File: src/rtl/peri_pkg.sv
// Shared periphery definitions: readout FSM encoding and default geometry
// of the column_pixel_peri FIFO interface.
package peri_pkg;

  localparam int unsigned PERI_N_COL  = 8;
  localparam int unsigned PERI_DATA_W = 28;

  typedef enum logic [1:0] {
    ST_IDLE = 2'd0,
    ST_POP  = 2'd1,
    ST_WAIT = 2'd2
  } arb_state_t;

endpackage

File: src/rtl/rr_pick.sv
// Combinational circular priority encoder: first set req bit after base,
// scanning base+1 .. base+N (mod N). N must be a power of two.
module rr_pick #(
  parameter int unsigned N     = 8,
  parameter int unsigned IDX_W = $clog2(N)
) (
  input  logic [N-1:0]     req,
  input  logic [IDX_W-1:0] base,
  output logic             found,
  output logic [IDX_W-1:0] idx
);

  logic [IDX_W-1:0] cand;

  always_comb begin
    found = 1'b0;
    idx   = base;
    cand  = base;
    for (int unsigned k = 1; k <= N; k++) begin
      // Truncation to IDX_W bits performs the modulo-N wrap.
      cand = base + IDX_W'(k);
      if (!found && req[cand]) begin
        found = 1'b1;
        idx   = cand;
      end
    end
  end

endmodule

File: src/rtl/peri_readout_arbiter.sv
// Round-robin readout arbiter: polls column FIFOs, pops up to BURST words
// per grant and forwards {column, word} on a single valid/ready output.
module peri_readout_arbiter
  import peri_pkg::*;
#(
  parameter int unsigned N_COL  = PERI_N_COL,
  parameter int unsigned DATA_W = PERI_DATA_W,
  parameter int unsigned BURST  = 4,
  parameter int unsigned IDX_W  = $clog2(N_COL)
) (
  input  logic                      clk_40MHz,
  input  logic                      rst_n,
  input  logic                      enable,
  input  logic [N_COL-1:0]          empty,
  input  logic [N_COL*DATA_W-1:0]   fifo_data,
  output logic [N_COL-1:0]          shakehands_next,
  output logic                      out_valid,
  input  logic                      out_ready,
  output logic [IDX_W+DATA_W-1:0]   out_data,
  output logic                      busy,
  output logic [15:0]               word_cnt
);

  localparam int unsigned BURST_W = 4;

  arb_state_t          state_q, state_d;
  logic [IDX_W-1:0]    gnt_q, gnt_d;
  logic [BURST_W-1:0]  burst_q, burst_d;
  logic [N_COL-1:0]    shk_d;
  logic [15:0]         cnt_q;
  logic                pick_found;
  logic [IDX_W-1:0]    pick_idx;
  logic                slot_free;
  logic [DATA_W-1:0]   col_word [N_COL];

  always_comb begin
    for (int unsigned i = 0; i < N_COL; i++) begin
      col_word[i] = fifo_data[i*DATA_W +: DATA_W];
    end
  end

  rr_pick #(
    .N     (N_COL),
    .IDX_W (IDX_W)
  ) u_pick (
    .req   (~empty),
    .base  (gnt_q),
    .found (pick_found),
    .idx   (pick_idx)
  );

  assign slot_free = !out_valid || out_ready;

  always_comb begin
    state_d = state_q;
    gnt_d   = gnt_q;
    burst_d = burst_q;
    shk_d   = '0;
    case (state_q)
      ST_IDLE: begin
        if (enable && pick_found && slot_free) begin
          gnt_d           = pick_idx;
          shk_d[pick_idx] = 1'b1;
          burst_d         = '0;
          state_d         = ST_POP;
        end
      end
      ST_POP: begin
        burst_d = burst_q + 1'b1;
        state_d = ST_WAIT;
      end
      ST_WAIT: begin
        if (enable && !empty[gnt_q] && (burst_q < BURST_W'(BURST)) && slot_free) begin
          shk_d[gnt_q] = 1'b1;
          state_d      = ST_POP;
        end else begin
          state_d = ST_IDLE;
        end
      end
      default: state_d = ST_IDLE;
    endcase
  end

  always_ff @(posedge clk_40MHz or negedge rst_n) begin
    if (!rst_n) begin
      state_q         <= ST_IDLE;
      gnt_q           <= IDX_W'(N_COL - 1);
      burst_q         <= '0;
      shakehands_next <= '0;
    end else begin
      state_q         <= state_d;
      gnt_q           <= gnt_d;
      burst_q         <= burst_d;
      shakehands_next <= shk_d;
    end
  end

  // A POP load takes priority over the handshake clear so back-to-back words keep out_valid high.
  always_ff @(posedge clk_40MHz or negedge rst_n) begin
    if (!rst_n) begin
      out_valid <= 1'b0;
      out_data  <= '0;
      cnt_q     <= '0;
    end else begin
      if (state_q == ST_POP) begin
        out_valid <= 1'b1;
        out_data  <= {gnt_q, col_word[gnt_q]};
      end else if (out_valid && out_ready) begin
        out_valid <= 1'b0;
      end
      if (out_valid && out_ready && (cnt_q != '1)) begin
        cnt_q <= cnt_q + 16'd1;
      end
    end
  end

  assign word_cnt = cnt_q;
  assign busy     = (state_q != ST_IDLE) || out_valid;

endmodule
File: config.mk
export PLATFORM = sky130hd
export DESIGN_NAME = peri_readout_arbiter
export DESIGN_NICKNAME = d
export VERILOG_FILES = /design/src/rtl/peri_pkg.sv /design/src/rtl/rr_pick.sv /design/src/rtl/peri_readout_arbiter.sv
export SDC_FILE = /design/constraint.sdc
export NUM_CORES = 1
export LEC_CHECK = 0
export CAP_MARGIN = 20
export CELL_PAD_IN_SITES_DETAIL_PLACEMENT = 1
export CELL_PAD_IN_SITES_GLOBAL_PLACEMENT = 1
export CORE_MARGIN = 2
export CORE_UTILIZATION = 31
export DETAILED_ROUTE_END_ITERATION = 8
export HOLD_SLACK_MARGIN = 0.06
export PLACE_DENSITY_LB_ADDON = 0.25
export SYNTH_ARGS = -nofsm -noshare
export SYNTH_HDL_FRONTEND = slang
export SYNTH_SLANG_ARGS = --single-unit
File: constraint.sdc
create_clock -name clk_40MHz -period 13.1 [get_ports clk_40MHz]
set_clock_uncertainty 0.2 [all_clocks]
set_input_delay 2.62 -clock clk_40MHz [delete_from_list [all_inputs] [get_ports clk_40MHz]]
set_output_delay 2.62 -clock clk_40MHz [all_outputs]
set_load 0.02 [all_outputs]
## Word-level counts from Yosys, hierarchy flattened

Index checks and enable logic that the tools add are counted.

- Logic and storage cells: 119
- Register bits: 65
- Input bits: 236

- Add/subtract/negate cells: 9
- Reduce and logical (&&, ||, !) cells: 33
- $lt $le $gt $ge: 13
- Bitwise logic cells: 2
- Multiplexer cells: 51
- Equal/unequal tests: 4

Operator list:

| cell | count |
|---|---|
| 28-bit binary-select mux with 3-bit select | 1 |
| 28-bit 2-to-1 mux | 2 |
| 3-bit by 4-bit < comparator with 1-bit output (second input constant) | 9 |
| 1-bit binary-select mux with 3-bit select | 9 |
| 3-bit 2-to-1 mux | 8 |
| 1-bit 2-to-1 mux | 22 |
| 16-bit by 1-bit adder with 16-bit output (second input constant) | 1 |
| 1-bit logical AND | 16 |
| 8-bit 2-to-1 mux | 2 |
| 16-bit != test (second input constant) | 1 |
| 8-bit one-hot mux with 2 select lines | 1 |
| 3-bit adder (second input constant) | 4 |
| 1-bit logical NOT | 9 |
| 8-bit NOT | 1 |
| 4-bit one-hot mux with 2 select lines | 1 |
| 3-bit by 2-bit adder with 3-bit output (second input constant) | 2 |
| 1-bit demux with 3-bit select | 2 |
| 3-bit by 1-bit greater-or-equal comparator with 1-bit output (second input constant) | 2 |
| 2-bit one-hot mux with 3 select lines | 1 |
| 2-bit nonzero test | 3 |
| 4-bit by 1-bit adder with 4-bit output (second input constant) | 1 |
| 4-bit greater-or-equal comparator (second input constant) | 1 |
| 4-bit by 3-bit < comparator with 1-bit output (second input constant) | 1 |
| 4-bit 2-to-1 mux | 1 |
| other kinds (9) | 11 |

## Longest topological paths before layout

- Depth after elaboration: 31
- Gate-level depth with buffers: 16
- Gate-level depth less buffers: 10

## Hierarchy

From an unflattened synthesis, not the netlist that was laid out.

- Cell total of the unflattened synthesis: 585
- Area total of the unflattened synthesis: 5546.6 um^2

Modules (own cells, without submodules):

| module | cells an instance | area an instance (um^2) | times used | sequential area each (um^2) |
|---|---|---|---|---|
| peri_readout_arbiter | 483 | 4580.6 | 1 | 1630.3 |
| rr_pick | 102 | 965.9 | 1 | 0.0 |

## Least setup slack after synthesis

No wires, ideal clock.

- Path kind: input -> register
- Start: input port empty[5]
- End: register shakehands_next[0]
- Cell stages on the path: 8
- Setup time: 122 ps
- Data required time: 12778 ps
- Arrival: 4515 ps
- Path slack: 8263 ps
- Path buffers: 0
- Cells stage by stage: mux4_2 > mux2_4 > nand4_4 > nor3_2 > a2111oi_2 > a211oi_2 > a41o_1 > a32o_1

- Longest elaborated chain between the ends: 31

Ends and longest elaborated chain:

| element | line | RTL |
|---|---|---|
| start, declared | peri_readout_arbiter.sv:14 | `input logic [N_COL-1:0] empty,` |
| 8-bit NOT | peri_readout_arbiter.sv:46 | `.req (~empty),` |
| 1-bit binary-select mux with 3-bit select | rr_pick.sv:22 | `if (!found && req[cand]) begin` |
| 1-bit 2-to-1 mux (implied by the code) | rr_pick.sv:22 |  |
| 1-bit 2-to-1 mux | rr_pick.sv:22 |  |
| 1-bit logical NOT | rr_pick.sv:22 |  |
| 1-bit logical AND | rr_pick.sv:22 |  |
| 1-bit 2-to-1 mux | rr_pick.sv:22 |  |
| 1-bit logical NOT | rr_pick.sv:22 |  |
| [... 16 more ...] | - |  |
| 3-bit 2-to-1 mux | rr_pick.sv:22 |  |
| 3-bit by 4-bit < comparator with 1-bit output (implied by the code) or 3-bit by 1-bit greater-or-equal comparator with 1-bit output (tied branches) | peri_readout_arbiter.sv:63 | `shk_d[pick_idx] = 1'b1;` |
| 1-bit logical AND (implied by the code) | peri_readout_arbiter.sv:63 |  |
| 1-bit 2-to-1 mux (implied by the code) | peri_readout_arbiter.sv:63 |  |
| 1-bit demux with 3-bit select | peri_readout_arbiter.sv:63 |  |
| 8-bit 2-to-1 mux | peri_readout_arbiter.sv:61 | `if (enable && pick_found && slot_free) begin` |
| 8-bit one-hot mux with 2 select lines (*) | peri_readout_arbiter.sv:59 | `case (state_q)` |
| via shk_d[0] | peri_readout_arbiter.sv:29 | `logic [N_COL-1:0] shk_d;` |
| end signal, assigned | peri_readout_arbiter.sv:94 | `shakehands_next <= shk_d;` |
| end, declared | peri_readout_arbiter.sv:16 | `output logic [N_COL-1:0] shakehands_next,` |

The timed path passes the listed nets; every way through them passes the cells marked *. The select of a mux whose other input is x is not followed.
A chain may end at the register's enable or synchronous reset.

## Final worst setup path

- Start: input port empty[0]
- End: register shakehands_next[6]

Same word-level chain as after synthesis.

==> run metrics <==
initial antenna violation count=5; combinational power share=0.659; Area contributors post-synth=dfrtp_1 (30%), mux4_2 (27%), nand2_1 (6.1%); FMAX=approximately 180 MHz; root buffer cell=clkbuf_16; VDD IR-drop max=0.120 mV; first-pass iteration count of the detailed router=4; cts bufs inserted=9; final core occ=0.522; core area=16500 sq um; P per Cell Area=about 230 nW/um^2; Longest Clk Path Bufs=2; Switching Power=0.875 mW; Req. time, crit path=around 13000 ps; Unique masters post-synth=60; Port Buf Inserts=292; Layout area overhead=66.0%; H-tree depth=3; Synth Warn #=0; worst rel slew slack=0.350; Via Count=5226; Tmin final=between 5000 and 6000 ps; RSZ-0062 raised after global routing=no; status=finished, final reports clean; Post-Syn Area per Cell=10.8 sq um; Total GRT Usage=0.244; sw frac=0.447; Boundary Pins=around 300; FF+latch count, synth=65; Clk Latency, worst-skew pair=approximately 340 ps; CTS tree=yes; largest net degree at the start of global routing=70; Worst-path clk slew=approximately 60 ps; Post-synth EDFFs=0; Final setup viols=0; Clk pwr share=0.144; max cap viols=0; first-pass GRT wire length=~33 mm; grt ovf=0; Seq/Total Area, Yosys=0.315; part of the cycle the worst path needs=0.415; area of the mapped netlist=~5200 sq um; CP Capture Type=flip-flop; crit-path max FO=11; Total Wirelength=21.6 mm; setup TNS=0 ps; fraction of layout cells with a size suffix above 1=0.146; post-route cell area=8590 sq um; Crit Path Category=input port to flip-flop; sequential fraction of design power=0.197; Die Wd=133 um; Hold Crit Class=flip-flop to flip-flop; Syn Inst Count=between 400 and 500; # DRC=0; actual slew at the worst max-slew pin=973 ps; Placer Congestion=0.844; row count=47; post-cts sizing count=0; Most used DFF post-synth=dfrtp_1; Slew Limit Fails=0; Initial DRC Count=between 200 and 300; CTS Sinks=65; Hold Violations, Final=0; Vias/cell=roughly 5.3; postcts setup bufs=0; hold buffer count at CTS=0; dpl hpwl=around 17 mm; die area=17800 sq um; count of nets after finishing=approximately 1000; initial core utilization=0.314; WL/cell=22.0 um; startpoint types=input port; Mapped Nets=between 700 and 800; post-synthesis async set-or-reset flop share=1.00; DP Area=roughly 8000 sq um; Synth top area share=0.300; Pleak=approximately 3.3 nW; antenna viol nets, final=0; leading area contributor after synthesis=dfrtp_1; Pint=1.08 mW; Arrival @ worst endpoint=between 5000 and 6000 ps; Die Y=approximately 130 um; vias in the first global route=approximately 5800
## flip-flops by register name, summed over array words and instances, names as in the netlist
signal / count
burst_q: 4
gnt_q: 3
out_data: 31
out_valid: 1
shakehands_next: 8
state_q: 2
word_cnt: 16
## power by group through the flow
stage | sequential [mW] | clock (mW) | combinational, mW
finish | 0.386 | 0.282 | 1.29
global route | 0.405 | 0.296 | 1.39
CTS | 0.391 | 0.288 | 1.30
detailed placement | 0.395 | 0 | 1.29
global placement | 0.388 | 0 | 1.27
floorplan | 0.409 | 0 | 0.842
## layout make-up
cell class              instances  area, sq um
clock buffers                  10          229
repair buffers                296         2950
clock inverters                 6          115
inverters                      12         45.0
multi-input cells             371         3340
fillers                      1814         7870
diodes                          3         7.51
well taps                     220          275
flip-flops and latches         65         1630
## routing by layer
layer,track usage,part of all wire,up-vias
met5,0,0.00074,-
li1,-,-,2378
met3,0.0658,0.072,30
met2,0.438,0.53,207
met1,0.288,0.38,2609
met4,0.0650,0.022,2
## worst max-delay path, cell delays in order
cell and delay [ps]:
clkdlybuf4s50_1 580, mux2i_1 200, mux2_4 330, a221o_1 370, nor3_2 410, a211o_1 420, a211oi_2 110, and2_1 180
a22o_1 240
## through the flow
| stage | setup slack (ps) | cells | power (mW) | hold WS (ps) |
|---|---|---|---|---|
| finish | 7660 | 983 | 1.96 | 296 |
| global route | 7470 | 983 | 2.09 | 317 |
| CTS | 7690 | 980 | 1.98 | 298 |
| detailed placement | 7330 | 964 | 1.69 | 285 |
| global placement | 7470 | 964 | 1.65 | 265 |
| floorplan | 8260 | 481 | 1.25 | 258 |
## final timing paths
kind | depth (start not counted) | end | slack [ps] | startpoint
min in group asynchronous | 2 | shakehands_next[4] | 2280 | rst_n
worst max-delay path | 9 | shakehands_next[6] | 7660 | empty[0]
worst max register to register | 10 | shakehands_next[6] | 8520 | gnt_q[0]
max in group asynchronous | 2 | out_data[15] | 9870 | rst_n
worst min-delay path | 2 | out_data[30] | 300 | out_data[30]
worst min register to register | 2 | out_data[30] | 300 | out_data[30]
## layout by cell type (no fill, tap or decap), types with 3 or more instances in the layout
master	n
o21ai_0	6
mux2_2	8
bufinv_16	3
diode_2	3
nand4_1	4
and3_1	5
a32o_1	4
a211o_1	3
nand3_1	13
and2_1	4
dfrtp_1	62
nand2_1	84
a31oi_1	29
clkdlybuf4s50_1	291
buf_4	4
or3_1	4
nor3_1	9
inv_1	9
ha_1	8
clkbuf_16	9
a21oi_1	9
xnor2_1	15
mux4_2	63
mux2i_1	11
nor2_1	46
o21ai_1	3
## cells in the mapped netlist, types with 4 or more instances
library cell	instances
mux4_2	63
nand3_1	13
nor3_1	9
o21ai_0	6
buf_6	4
dfrtp_1	62
buf_1	7
and2_1	4
buf_2	7
mux2i_1	11
or3_1	4
nor2_1	46
inv_1	9
xnor2_1	15
mux2_2	8
nand4_1	4
a32o_1	4
ha_1	8
nand2_1	84
clkbuf_1	15
a21oi_1	9
and3_1	5
a31oi_1	29
## cells by family after synthesis
group           count (synthesis)  share of synthesized area
mux                            84                      0.319
compound gates                 79                      0.114
buf+inv                        45                     0.0401
fa+ha+maj                       8                     0.0193
xor+xnor                       20                     0.0382
simple gates                  180                      0.155
flops                          65                      0.315
Power figures use the tool's default switching activity.
